==> src/rtl/cmp_share_arb.sv <==
// cmp_share_arb: round-robin arbiter in front of a single shared A/B comparator.
// One requester is accepted per cycle and its compare result is held in an
// output register until the consumer takes it. Accepting a new request in the
// same cycle that the held result drains keeps throughput at one per cycle.
module cmp_share_arb #(
   parameter int WIDTH = 8,
   parameter int NREQ  = 4,
   localparam int ID_W = (NREQ > 1) ? $clog2(NREQ) : 1
) (
   input  logic                    clk,
   input  logic                    rst_n,
   input  logic [NREQ-1:0]         req_valid,
   output logic [NREQ-1:0]         req_ready,
   input  logic [NREQ*WIDTH-1:0]   req_a,
   input  logic [NREQ*WIDTH-1:0]   req_b,
   input  logic [NREQ-1:0]         req_tc,
   output logic                    rsp_valid,
   input  logic                    rsp_ready,
   output logic [ID_W-1:0]         rsp_id,
   output logic [5:0]              rsp_flags
);

   localparam logic [ID_W:0]    NREQ_W  = (ID_W+1)'(NREQ);
   localparam logic [ID_W-1:0]  LAST_ID = ID_W'(NREQ - 1);
   localparam logic [WIDTH-1:0] ONE_W   = WIDTH'(1);
   localparam logic [WIDTH-1:0] MSB_BIT = ONE_W << (WIDTH - 1);

   logic [ID_W-1:0]  last_grant;
   logic [ID_W-1:0]  grant_idx;
   logic             grant_found;
   logic             grant_ok;
   logic             grant_en;
   logic [ID_W:0]    cand;

   logic [WIDTH-1:0] a_sel;
   logic [WIDTH-1:0] b_sel;
   logic             tc_sel;
   logic [WIDTH-1:0] a_key;
   logic [WIDTH-1:0] b_key;
   logic             cmp_lt;
   logic             cmp_gt;
   logic             cmp_eq;
   logic [5:0]       cmp_flags;

   // The output stage can accept when it is empty or is being drained this cycle;
   // reset keeps every ready low so nothing is handed over while rst_n is low.
   assign grant_ok = ~rsp_valid | rsp_ready;
   assign grant_en = rst_n & grant_ok & grant_found;

   // Round-robin search starting just above the last winner, wrapping at NREQ.
   always_comb begin
      grant_found = 1'b0;
      grant_idx   = '0;
      cand        = '0;
      for (int k = 1; k <= NREQ; k++) begin
         cand = {1'b0, last_grant} + (ID_W+1)'(k);
         if (cand >= NREQ_W) begin
            cand = cand - NREQ_W;
         end
         if (!grant_found && req_valid[cand[ID_W-1:0]]) begin
            grant_found = 1'b1;
            grant_idx   = cand[ID_W-1:0];
         end
      end
   end

   // Ready is one-hot on the winner and depends only on valids, output state and pointer.
   always_comb begin
      req_ready = '0;
      if (grant_en) begin
         req_ready[grant_idx] = 1'b1;
      end
   end

   // Steer the winner's operands and compare mode onto the shared comparator.
   always_comb begin
      a_sel  = '0;
      b_sel  = '0;
      tc_sel = 1'b0;
      for (int i = 0; i < NREQ; i++) begin
         if (grant_idx == ID_W'(i)) begin
            a_sel  = req_a[i*WIDTH +: WIDTH];
            b_sel  = req_b[i*WIDTH +: WIDTH];
            tc_sel = req_tc[i];
         end
      end
   end

   // Flipping the sign bit maps two's-complement ordering onto unsigned ordering,
   // so one magnitude comparator serves both modes.
   assign a_key     = a_sel ^ (tc_sel ? MSB_BIT : '0);
   assign b_key     = b_sel ^ (tc_sel ? MSB_BIT : '0);
   assign cmp_eq    = (a_sel == b_sel);
   assign cmp_lt    = (a_key < b_key);
   assign cmp_gt    = ~cmp_lt & ~cmp_eq;
   assign cmp_flags = {cmp_lt, cmp_gt, cmp_eq, cmp_lt | cmp_eq, cmp_gt | cmp_eq, ~cmp_eq};

   // Output register and arbitration pointer: load on a grant, clear on a drain
   // with no refill, otherwise hold so the consumer sees a stable result.
   always_ff @(posedge clk or negedge rst_n) begin
      if (!rst_n) begin
         rsp_valid  <= 1'b0;
         rsp_id     <= '0;
         rsp_flags  <= 6'b000000;
         last_grant <= LAST_ID;
      end else begin
         if (grant_en) begin
            rsp_valid  <= 1'b1;
            rsp_id     <= grant_idx;
            rsp_flags  <= cmp_flags;
            last_grant <= grant_idx;
         end else if (rsp_ready) begin
            rsp_valid  <= 1'b0;
         end
      end
   end

endmodule

==> config.mk <==
export PLATFORM = sky130hd
export DESIGN_NAME = cmp_share_arb
export DESIGN_NICKNAME = d
export VERILOG_FILES = /design/src/rtl/cmp_share_arb.sv
export SDC_FILE = /design/constraint.sdc
export NUM_CORES = 1
export LEC_CHECK = 0
export BUFFER_PORTS_ARGS = -buffer_cell sky130_fd_sc_hd__buf_2
export CAP_MARGIN = 40
export CORE_ASPECT_RATIO = 1.1
export CORE_MARGIN = 1.5
export CORE_UTILIZATION = 35
export CTS_CLUSTER_SIZE = 12
export DETAILED_ROUTE_END_ITERATION = 8
export GPL_TIMING_DRIVEN = 0
export PLACE_DENSITY = 0.7
export SKIP_LAST_GASP = 1
export SYNTH_ARGS = -nofsm -noshare
export SYNTH_HDL_FRONTEND = slang
export SYNTH_SLANG_ARGS = --single-unit
==> constraint.sdc <==
create_clock -name clk -period 3.6 [get_ports clk]
set_clock_uncertainty 0.1 [all_clocks]
set_input_delay 0.54 -clock clk [delete_from_list [all_inputs] [get_ports clk]]
set_output_delay 0.54 -clock clk [all_outputs]
set_load 0.05 [all_outputs]
**Yosys cells after proc, flatten, opt, wreduce, memory -nomap -nowiden**

Cells that the tools add are included.

- Output and inout port bits: 13
- Input port bits: 75
- Register bits after elaboration: 11
- Logic and storage cells: 85

- Muxes and demuxes: 38
- Reduce and logical (&&, ||, !) cells: 9
- Equality and inequality tests: 4
- Magnitude comparators: 11
- Add/sub/neg operators: 8
- Bitwise operators: 11

Operator list:

| operator | number |
|---|---|
| 8-bit two-way mux | 9 |
| 2-bit two-way mux | 8 |
| 8-bit bitwise XOR | 2 |
| 2-bit by 3-bit < comparator with 1-bit output, second input constant | 5 |
| 1-bit two-way mux | 15 |
| 3-bit greater-or-equal comparator, second input constant | 4 |
| 1-bit binary-select mux with 2-bit select | 4 |
| 8-bit equality test | 1 |
| 8-bit < comparator | 1 |
| 2-bit by 1-bit subtractor with 2-bit output, second input constant | 4 |
| 2-bit by 2-bit adder with 3-bit output, second input constant | 2 |
| 2-bit equality test, second input constant | 2 |
| 1-bit logical AND | 4 |
| 4-bit two-way mux | 1 |
| 2-bit by 1-bit adder with 3-bit output, second input constant | 1 |
| 2-bit by 3-bit adder with 3-bit output, second input constant | 1 |
| 1-bit bitwise AND | 3 |
| 1-bit zero test | 3 |
| 1-bit inverter | 3 |
| 1-bit bitwise OR | 3 |
| 1-bit demux with 2-bit select | 1 |
| 2-bit by 1-bit equality test with 1-bit output, second input constant | 1 |
| 2-bit by 1-bit greater-or-equal comparator with 1-bit output, second input constant | 1 |
| 2-bit zero test | 1 |
| 2-bit nonzero test | 1 |

**Depth between registers and ports, before layout**

Gate-level depths: netlist of run 1.

- Word-level depth: 26
- Depth in mapped cells: 16
- Gate-level depth less buffers: 14

**Worst setup path after synthesis of run 1**

Ideal clock, no wire load.

- Kind: input port to flip-flop
- Start point: input port req_valid[0]
- End point: register rsp_flags[1]
- Setup slack: 0.365 ns
- Path buffers: 2
- Data required time: 3.359 ns
- Stages on the path: 15
- Library setup time: 0.141 ns
- Arrival time: 2.994 ns
- Cells stage by stage: or2_1 nand2_1 o221ai_1 clkbuf_1 clkbuf_1 nand2_1 a31oi_1 ha_1 a21o_1 a21o_1 a21oi_1 nor2b_1 nor2b_1 a211o_1 a31oi_1

- Cells in the longest elaborated chain, start to end: 23
- Elaborated cells between the ends (all ways): 48
- Those cells by class: order compare: 1; eq/ne: 4; mux: 29; bitwise: 7; reduce/logical: 7

Ends and longest elaborated chain:

| item | RTL line | RTL |
|---|---|---|
| start, declared | 12 | `input logic [NREQ-1:0] req_valid,` |
| 1-bit binary-select mux with 2-bit select | 60 | `if (!grant_found && req_valid[cand[ID_W-1:0]]) begin` |
| 1-bit two-way mux (not written as such) | 60 |  |
| 1-bit two-way mux | 60 |  |
| 1-bit zero test | 60 |  |
| 1-bit logical AND | 60 |  |
| 1-bit two-way mux | 60 |  |
| 1-bit zero test | 60 |  |
| 1-bit logical AND | 60 |  |
| (+4 left out) | n/a |  |
| 2-bit zero test | 81 | `if (grant_idx == ID_W'(i)) begin` |
| 1-bit two-way mux (4 in series) | 81 |  |
| 8-bit two-way mux | 91, 92 |  |
| 8-bit bitwise XOR, on equally long branches | 91, 92 |  |
| 8-bit < comparator | 94 | `assign cmp_lt = (a_key < b_key);` |
| 1-bit inverter | 95 | `assign cmp_gt = ~cmp_lt & ~cmp_eq;` |
| 1-bit bitwise AND | 95 |  |
| 1-bit bitwise OR | 96 | `assign cmp_flags = {cmp_lt, cmp_gt, cmp_eq, cmp_lt \| cmp_eq, cmp_gt \| cmp_eq, ~cmp_eq};` |
| end signal, assigned | 110 | `rsp_flags <= cmp_flags;` |
| end, declared | 20 | `output logic [5:0] rsp_flags` |

Parallel ways exist; a longest one is shown, timed or not. The select of a mux whose other input is x is not followed.
A chain may end at the register's enable or synchronous reset.

**Worst setup path after layout of run 1**

- Start point: register last_grant[0]
- End point: register rsp_flags[1]

- Cells in the longest elaborated chain, start to end: 26
- Elaborated cells between the ends (all ways): 64
- Those cells by class: add/sub: 8; order compare: 5; eq/ne: 4; mux: 33; bitwise: 7; reduce/logical: 7

Ends and longest elaborated chain:

| item | RTL line | RTL |
|---|---|---|
| start, declared | 28 | `logic [ID_W-1:0] last_grant;` |
| start signal, assigned | 111 | `last_grant <= grant_idx;` |
| 2-bit by 1-bit adder with 3-bit output | 56 | `cand = {1'b0, last_grant} + (ID_W+1)'(k);` |
| 3-bit greater-or-equal comparator / 2-bit by 1-bit subtractor with 2-bit output (equally long branches) | 57, 58 |  |
| 2-bit two-way mux | 57 | `if (cand >= NREQ_W) begin` |
| 1-bit binary-select mux with 2-bit select | 60 |  |
| 1-bit two-way mux (not written as such) | 60 |  |
| 1-bit two-way mux | 60 |  |
| 1-bit zero test | 60 |  |
| 1-bit logical AND | 60 |  |
| (+7 left out) | n/a |  |
| 2-bit zero test | 81 |  |
| 1-bit two-way mux (4 in series) | 81 |  |
| 8-bit two-way mux | 91, 92 |  |
| 8-bit bitwise XOR, on equally long branches | 91, 92 |  |
| 8-bit < comparator | 94 |  |
| 1-bit inverter | 95 |  |
| 1-bit bitwise AND | 95 |  |
| 1-bit bitwise OR | 96 |  |

Parallel ways exist; a longest one is shown, timed or not. The select of a mux whose other input is x is not followed.

==> reports/qor.yml, run 1 <==
layout:
  final_area_mm2: 0.001822
  diodes: 0
  syn_to_final_growth_pct: 44.16
  multi_input_area_um2: 958.4
  final_nets: 354
  fillCellCount: 346
  final_cells: 319
  drive_above_1_share_pct: 40.22
  regArea_um2: 277.8
synth:
  yosysWarnings: 0
  synthArstFlopShare_pct: 100.0
  yosys-top-cells-area: "nand2_1, dfrtp_1, ha_1, mux4_2, a31oi_1"
  synth-seq-area-share_pct: 21.98
  syn_area_per_cell_um2: 7.060
  syn_area_mm2: 0.001264
  synth.distinct_cells: 36
  ys.flop_type: "dfrtp_1"
  yosysTopAreaCellShare_pct: 18.12
  syn_nets: 261
  ys_ff_latch: 11
  synthCells: 179
  yosys.area.top_type: "nand2_1"
  synth-edff-count: 0
clock_tree:
  cts_buffer_depth: 2
  cts_tree: "done"
  insertion_delay_ns: 0.26
  cts-root-buf: "clkbuf_4"
  cts_sinks: 11
  clk_pin_slew_ns: 0.07
  cts_hold_buf: 0
  cts_buffers: 3
  htreeDepth: 1
sta:
  hold_viol_final: 0
  holdWs_ns: 0.02989
  setup_viol: 0
  max_clock_freq_mhz: 298.8
  fin_crit_sh_pct: 92.96
  report.final.slew_viol_count: 0
  worst_pin_slew_ns: 0.4678
  rsz0062_at_grt: "false"
  finalCriticalPeriod_ns: 3.347
  slew_headroom_pct: 68.81
floorplan:
  die_w_um: 60.29
  num_io_pins: 88
  initial_core_util_pct: 37.32
  row_count: 22
  dieArea_mm2: 0.003980
  dieHeight_um: 66.02
  core_mm2: 0.003386
pwr:
  p_leak_nw: 0.9498
  vdd_drop_max_mv: 0.1759
  power_density_mw_per_mm2: 532.3
global_routing:
  grt_start_max_net_pins: 13
  antenna_found_initial: 0
  overflow: 0
  grt_pass1_vias: 1524
  grt_pass1_wl_mm: 6.134
  grt_usage_pct: 19.53
placement:
  dp.cells: 314
  place.port_buffers: 87
  gp_congestion: 0.7792
  post-dp-hpwl_mm: 3.051
  dpl_cell_area_mm2: 0.001759
setup_path:
  crit_type: "reg -> reg"
  rr_worst_depth: 14
  end_kind: "register"
  cp_max_fo: 10
  cp.required_ns: 3.63
  crit_start: "last_grant[0]"
  endpoint: "rsp_flags[1]"
  critPathArrivalTime_ns: 3.38
  regToRegStartpoint: "last_grant[0]"
  cp_slowest_stage_delay_ns: 0.56
  reg2reg_setup_slack_ns: 0.25
  start_kind: "register"
  r2r-end: "rsp_flags[1]"
  crit_slowest_cell: "dfstp_2"
  path_cells: "nand2b_1 > a21oi_1 > a211oi_4 > clkbuf_2 > nand3_1 > o21ai_0 > ha_1 > a21o_1 > a21o_1 > a21oi_1 > nor2b_1 > nor2b_1 > a211o_1 > a31oi_1"
detailed_routing:
  drt-total-wl_mm: 3.607
  first_iter_violations: 61
  drc_errors: 0
  antenna_left: 0
  first_pass_iters: 4
  wire_per_inst_um: 11.31
  route.vias.total: 1563
  routed_via_density: 4.900
outcome:
  outcome: "finished clean"
worst_hold_path:
  hold_class: "in -> async"
run:
  drv_cap: 0
[report_power, final]
part	leakage [nW]	total [mW]	switching [mW]	internal, mW
combinational	0.812	0.698	0.427	0.271
clock	0.0150	0.0815	0.0386	0.0429
sequential	0.123	0.190	0.0267	0.163
[cells in the final DEF, fill, tap and decap left out, types with 2 or more instances in the layout]
cell type  Yosys  layout
buf_2          0      87
nand2_1       61      61
nand3_1       10      10
a31oi_1        9       9
o21ai_0        9       9
dfrtp_1        9       9
a211oi_1       7       7
ha_1           7       7
nor2_1         6       6
clkbuf_1      10       6
and2_0         6       6
a21o_1         4       4
nand2b_1       4       4
a21oi_1        4       4
clkbuf_4       0       4
nor2b_1        4       4
clkbuf_2       0       3
mux4_2         3       3
nor3_1         2       2
o221a_2        2       2
and3_1         2       2
o211ai_1       2       2
dfstp_2        2       2
buf_4          0       2
[final cells by class]
cell class                 count  area share, %
buffer                         9          2.266
clock buffer                   4          1.442
inverter                       2         0.4121
multi-input combinational    156          52.61
sequential                    11          15.25
tap                           48          3.297
timing repair buffer          89          24.73
[worst min path at each step]
stage	to	slack (ns)	depth (start not counted)
CTS	rsp_flags[2]	0.03	1
global route	rsp_flags[2]	0.03	1
global placement	rsp_valid	0.32	1
floorplan	rsp_flags[0]	0.14	0
finish	rsp_flags[2]	0.03	1
detailed placement	rsp_valid	0.32	1
[cells by family (layout without fill, tap and decap cells)]
logic type,Yosys count,in the layout,synth area share (%)
AO/OA/AOI/OAI,43,43,24.16
XOR/XNOR,1,1,0.6932
adder cells (fa/ha/maj),7,7,6.930
buffers and inverters,12,104,3.564
flip-flops,11,11,21.98
multiplexers,3,3,5.346
AND/OR/NAND/NOR,102,102,37.33
[synth_stat cells, types with 3 or more instances]
master    instances
a21o_1            4
nand2_1          61
mux4_2            3
a211oi_1          7
nand2b_1          4
nor2b_1           4
dfrtp_1           9
clkbuf_1         10
o21ai_0           9
nor2_1            6
ha_1              7
and2_0            6
a21oi_1           4
nand3_1          10
a31oi_1           9
[worst max-delay path: cells and delay by family, from the launching register on]
family	cells	cell delay, ns
adders and majority gates	1	0.28
AOI/OAI and AO/OA	8	1.32
buffers and inverters	1	0.30
and+or+nand+nor	4	0.64
DFF	1	0.56
[repair_timing]
item	in CTS	in global routing
endpoints found under the hold margin	0	0
endpoints found under the setup margin	4	4
setup buffers	0	2
gates cloned	0	0
pin swaps	1	1
resized for setup	3	9
[per-stage QoR]
step | setup WS, ns | TNS, ns | total power [mW] | util (%)
finish | 0.2534 | 0 | 0.9698 | 53.81
global route | 0.009844 | 0 | 1.076 | 53.81
CTS | 0.005277 | 0 | 0.9612 | 52.99
detailed placement | -0.4500 | -1.037 | 0.8725 | 51.96
global placement | -0.3891 | -0.8725 | 0.8636 | 51.96
floorplan | 0.3653 | 0 | 0.7029 | -
[sequential cells by signal, indices dropped and copies added (netlist names)]
name / cells
rsp_flags: 6
last_grant: 2
rsp_valid: 1
rsp_id: 2
[routing by layer]
layer / routed length [um] / track usage, %
met5: 0 / 0
met1: 1645 / 24.46
met2: 1712 / 34.38
met4: 35 / 5.278
met3: 213 / 2.544
No activity file was read; power rests on OpenSTA's default activity.
==> run 2: changes to the inputs <==
ABC_AREA = 1   (was not set)
CORE_MARGIN = not set   (was 1.5)
GPL_ROUTABILITY_DRIVEN = 0   (was not set)
PLACE_DENSITY = 0.66   (was 0.7)
==> reports/qor.yml, run 2 <==
outcome:
  outcome: "finished clean"
setup_path:
  crit_type: "reg -> reg"
  reg2reg_setup_slack_ns: 0.34
  rr_worst_depth: 21
  cp_max_fo: 10
  start_kind: "register"
  r2r-end: "rsp_flags[4]"
  critPathArrivalTime_ns: 3.29
  regToRegStartpoint: "last_grant[0]"
  cp.required_ns: 3.63
  end_kind: "register"
floorplan:
  initial_core_util_pct: 37.78
  num_io_pins: 88
  core_mm2: 0.004084
  dieHeight_um: 71.63
  die_w_um: 65.30
  dieArea_mm2: 0.004677
  row_count: 24
synth:
  syn_nets: 346
  yosysTopAreaCellShare_pct: 27.74
  syn_area_per_cell_um2: 5.844
  synthArstFlopShare_pct: 100.0
  synth-seq-area-share_pct: 18.00
  yosysWarnings: 0
  ys_ff_latch: 11
  yosys.area.top_type: "nand2_1"
  synth_most_common_cell: "nand2_1"
  synthTopCellsByCount: "nand2_1, inv_1, nand3_1"
  syn_area_mm2: 0.001543
  yosys-top-cells-area: "nand2_1, dfrtp_1, nand3_1, inv_1, ha_1"
  synth-edff-count: 0
  ys.flop_type: "dfrtp_1"
  synthCells: 264
  synth.distinct_cells: 31
layout:
  final_common_cell: "nand2_1"
  largest_reg_flops: 6
  final_cells: 409
  syn_to_final_growth_pct: 39.01
  drive_above_1_share_pct: 37.54
  regMostFlops: "rsp_flags"
  multi_input_area_mm2: 0.001144
  regArea_um2: 277.8
  reg_top3: "rsp_flags: 6 flops, last_grant: 2 flops, rsp_id: 2 flops"
  final_nets: 440
  fillCellCount: 463
  layout_common_cells: "nand2_1, buf_2, inv_1, nand3_1, nor2_1"
  diodes: 0
clock_tree:
  cts_sinks: 11
  cts_buffer_depth: 2
  cts_buffers: 3
  insertion_delay_ns: 0.24
  clk_pin_slew_ns: 0.05
  htreeDepth: 1
  cts_tree: "done"
  cts_hold_buf: 0
  cts-root-buf: "clkbuf_8"
sta:
  setup_viol: 0
  fin_tns_setup_ns: 0
  worst_pin_slew_ns: 0.4288
  report.final.slew_viol_count: 0
  fin_crit_sh_pct: 90.66
  hold_viol_final: 0
  finalCriticalPeriod_ns: 3.264
  rsz0062_at_grt: "false"
  max_clock_freq_mhz: 306.4
  slew_headroom_pct: 71.41
placement:
  post-dp-hpwl_mm: 3.603
  dp.cells: 403
  place.port_buffers: 87
global_routing:
  grt_start_max_net_pins: 13
  grt_usage_pct: 19.60
  use_met2_pct: 35.74
  grt_pass1_wl_mm: 7.410
  antenna_found_initial: 0
  grt_pass1_vias: 1851
  use_met1_pct: 24.44
  grt.busiest_layer: "met2"
  overflow: 0
  grt_use_met3_pct: 1.592
detailed_routing:
  routed_via_density: 4.785
  route.vias.total: 1957
  antenna_left: 0
  drt-total-wl_mm: 4.273
  first_iter_violations: 116
  drc_errors: 0
  first_pass_iters: 4
  wire_per_inst_um: 10.45
run:
  drv_cap: 0
worst_hold_path:
  hold_class: "in -> async"
[run 2: how the worst max path moves through the flow]
stage | start | endpoint
finish | last_grant[0] | rsp_flags[4]
global route | last_grant[0] | rsp_flags[4]
detailed placement | last_grant[0] | rsp_flags[4]
global placement | last_grant[0] | rsp_flags[4]
floorplan | last_grant[0] | rsp_flags[4]
CTS | last_grant[0] | rsp_flags[4]
[run 2: area by class of cell]
class                           count  share of cell area (%)
Multi-Input combinational cell    217                   53.33
Timing Repair Buffer               90                   21.35
Sequential cell                    11                   12.95
Inverter                           29                   5.251
Tap cell                           52                   3.034
Clock buffer                        4                   2.100
Buffer                              6                   1.984
[run 2: cells by family after synthesis]
family,share of synthesized area [%]
AND/OR/NAND/NOR,58.15
buffers and inverters,9.489
AO/OA/AOI/OAI,8.678
flip-flops,18.01
adder cells (fa/ha/maj),5.677
[run 2: repair_timing]
item | in CTS | in global routing
resized for setup | 1 | 14
endpoints found under the setup margin | 2 | 6
setup buffers | 0 | 3
[run 2: per-stage QoR]
step / hold slack [ns] / util [%] / setup slack, ns / area [um2]
floorplan: 0.1444 / - / 0.5360 / 1543
global placement: 0.3239 / 50.03 / 0.007729 / 2043
detailed placement: 0.3283 / 50.03 / 0.02316 / 2043
CTS: 0.07599 / 51.07 / 0.09941 / 2086
global route: 0.08887 / 52.51 / 0.02038 / 2145
finish: 0.06723 / 52.51 / 0.3362 / 2145
[run 2: per-layer routing]
metal  vias up  routed length (um)  part of all wire, %
met1       844                1935                   45
met5         -                   0                    0
met4         0                  26                 0.61
met3         4                 265                  6.2
li1       1033                   -                    -
met2        76                2045                   48
[run 2: critical path, stage by stage (launching register included)]
cell	delay (ns)
dfstp_2	0.53
buf_4	0.18
nand2_1	0.09
nand2_1	0.09
nand2_1	0.07
nand2_1	0.11
nor2_4	0.06
nand3_2	0.11
nand3_4	0.17
nor2_4	0.22
clkbuf_2	0.27
nand2_1	0.08
nand4_1	0.11
ha_1	0.27
a21oi_1	0.13
inv_1	0.05
nor2_1	0.10
inv_1	0.05
nand4_1	0.10
nand3_1	0.14
nand2_1	0.09
nor2_1	0.04
Power of run 2 is not shown: default switching activity piles up to over one toggle a cycle in this logic, so the estimate is an artifact.
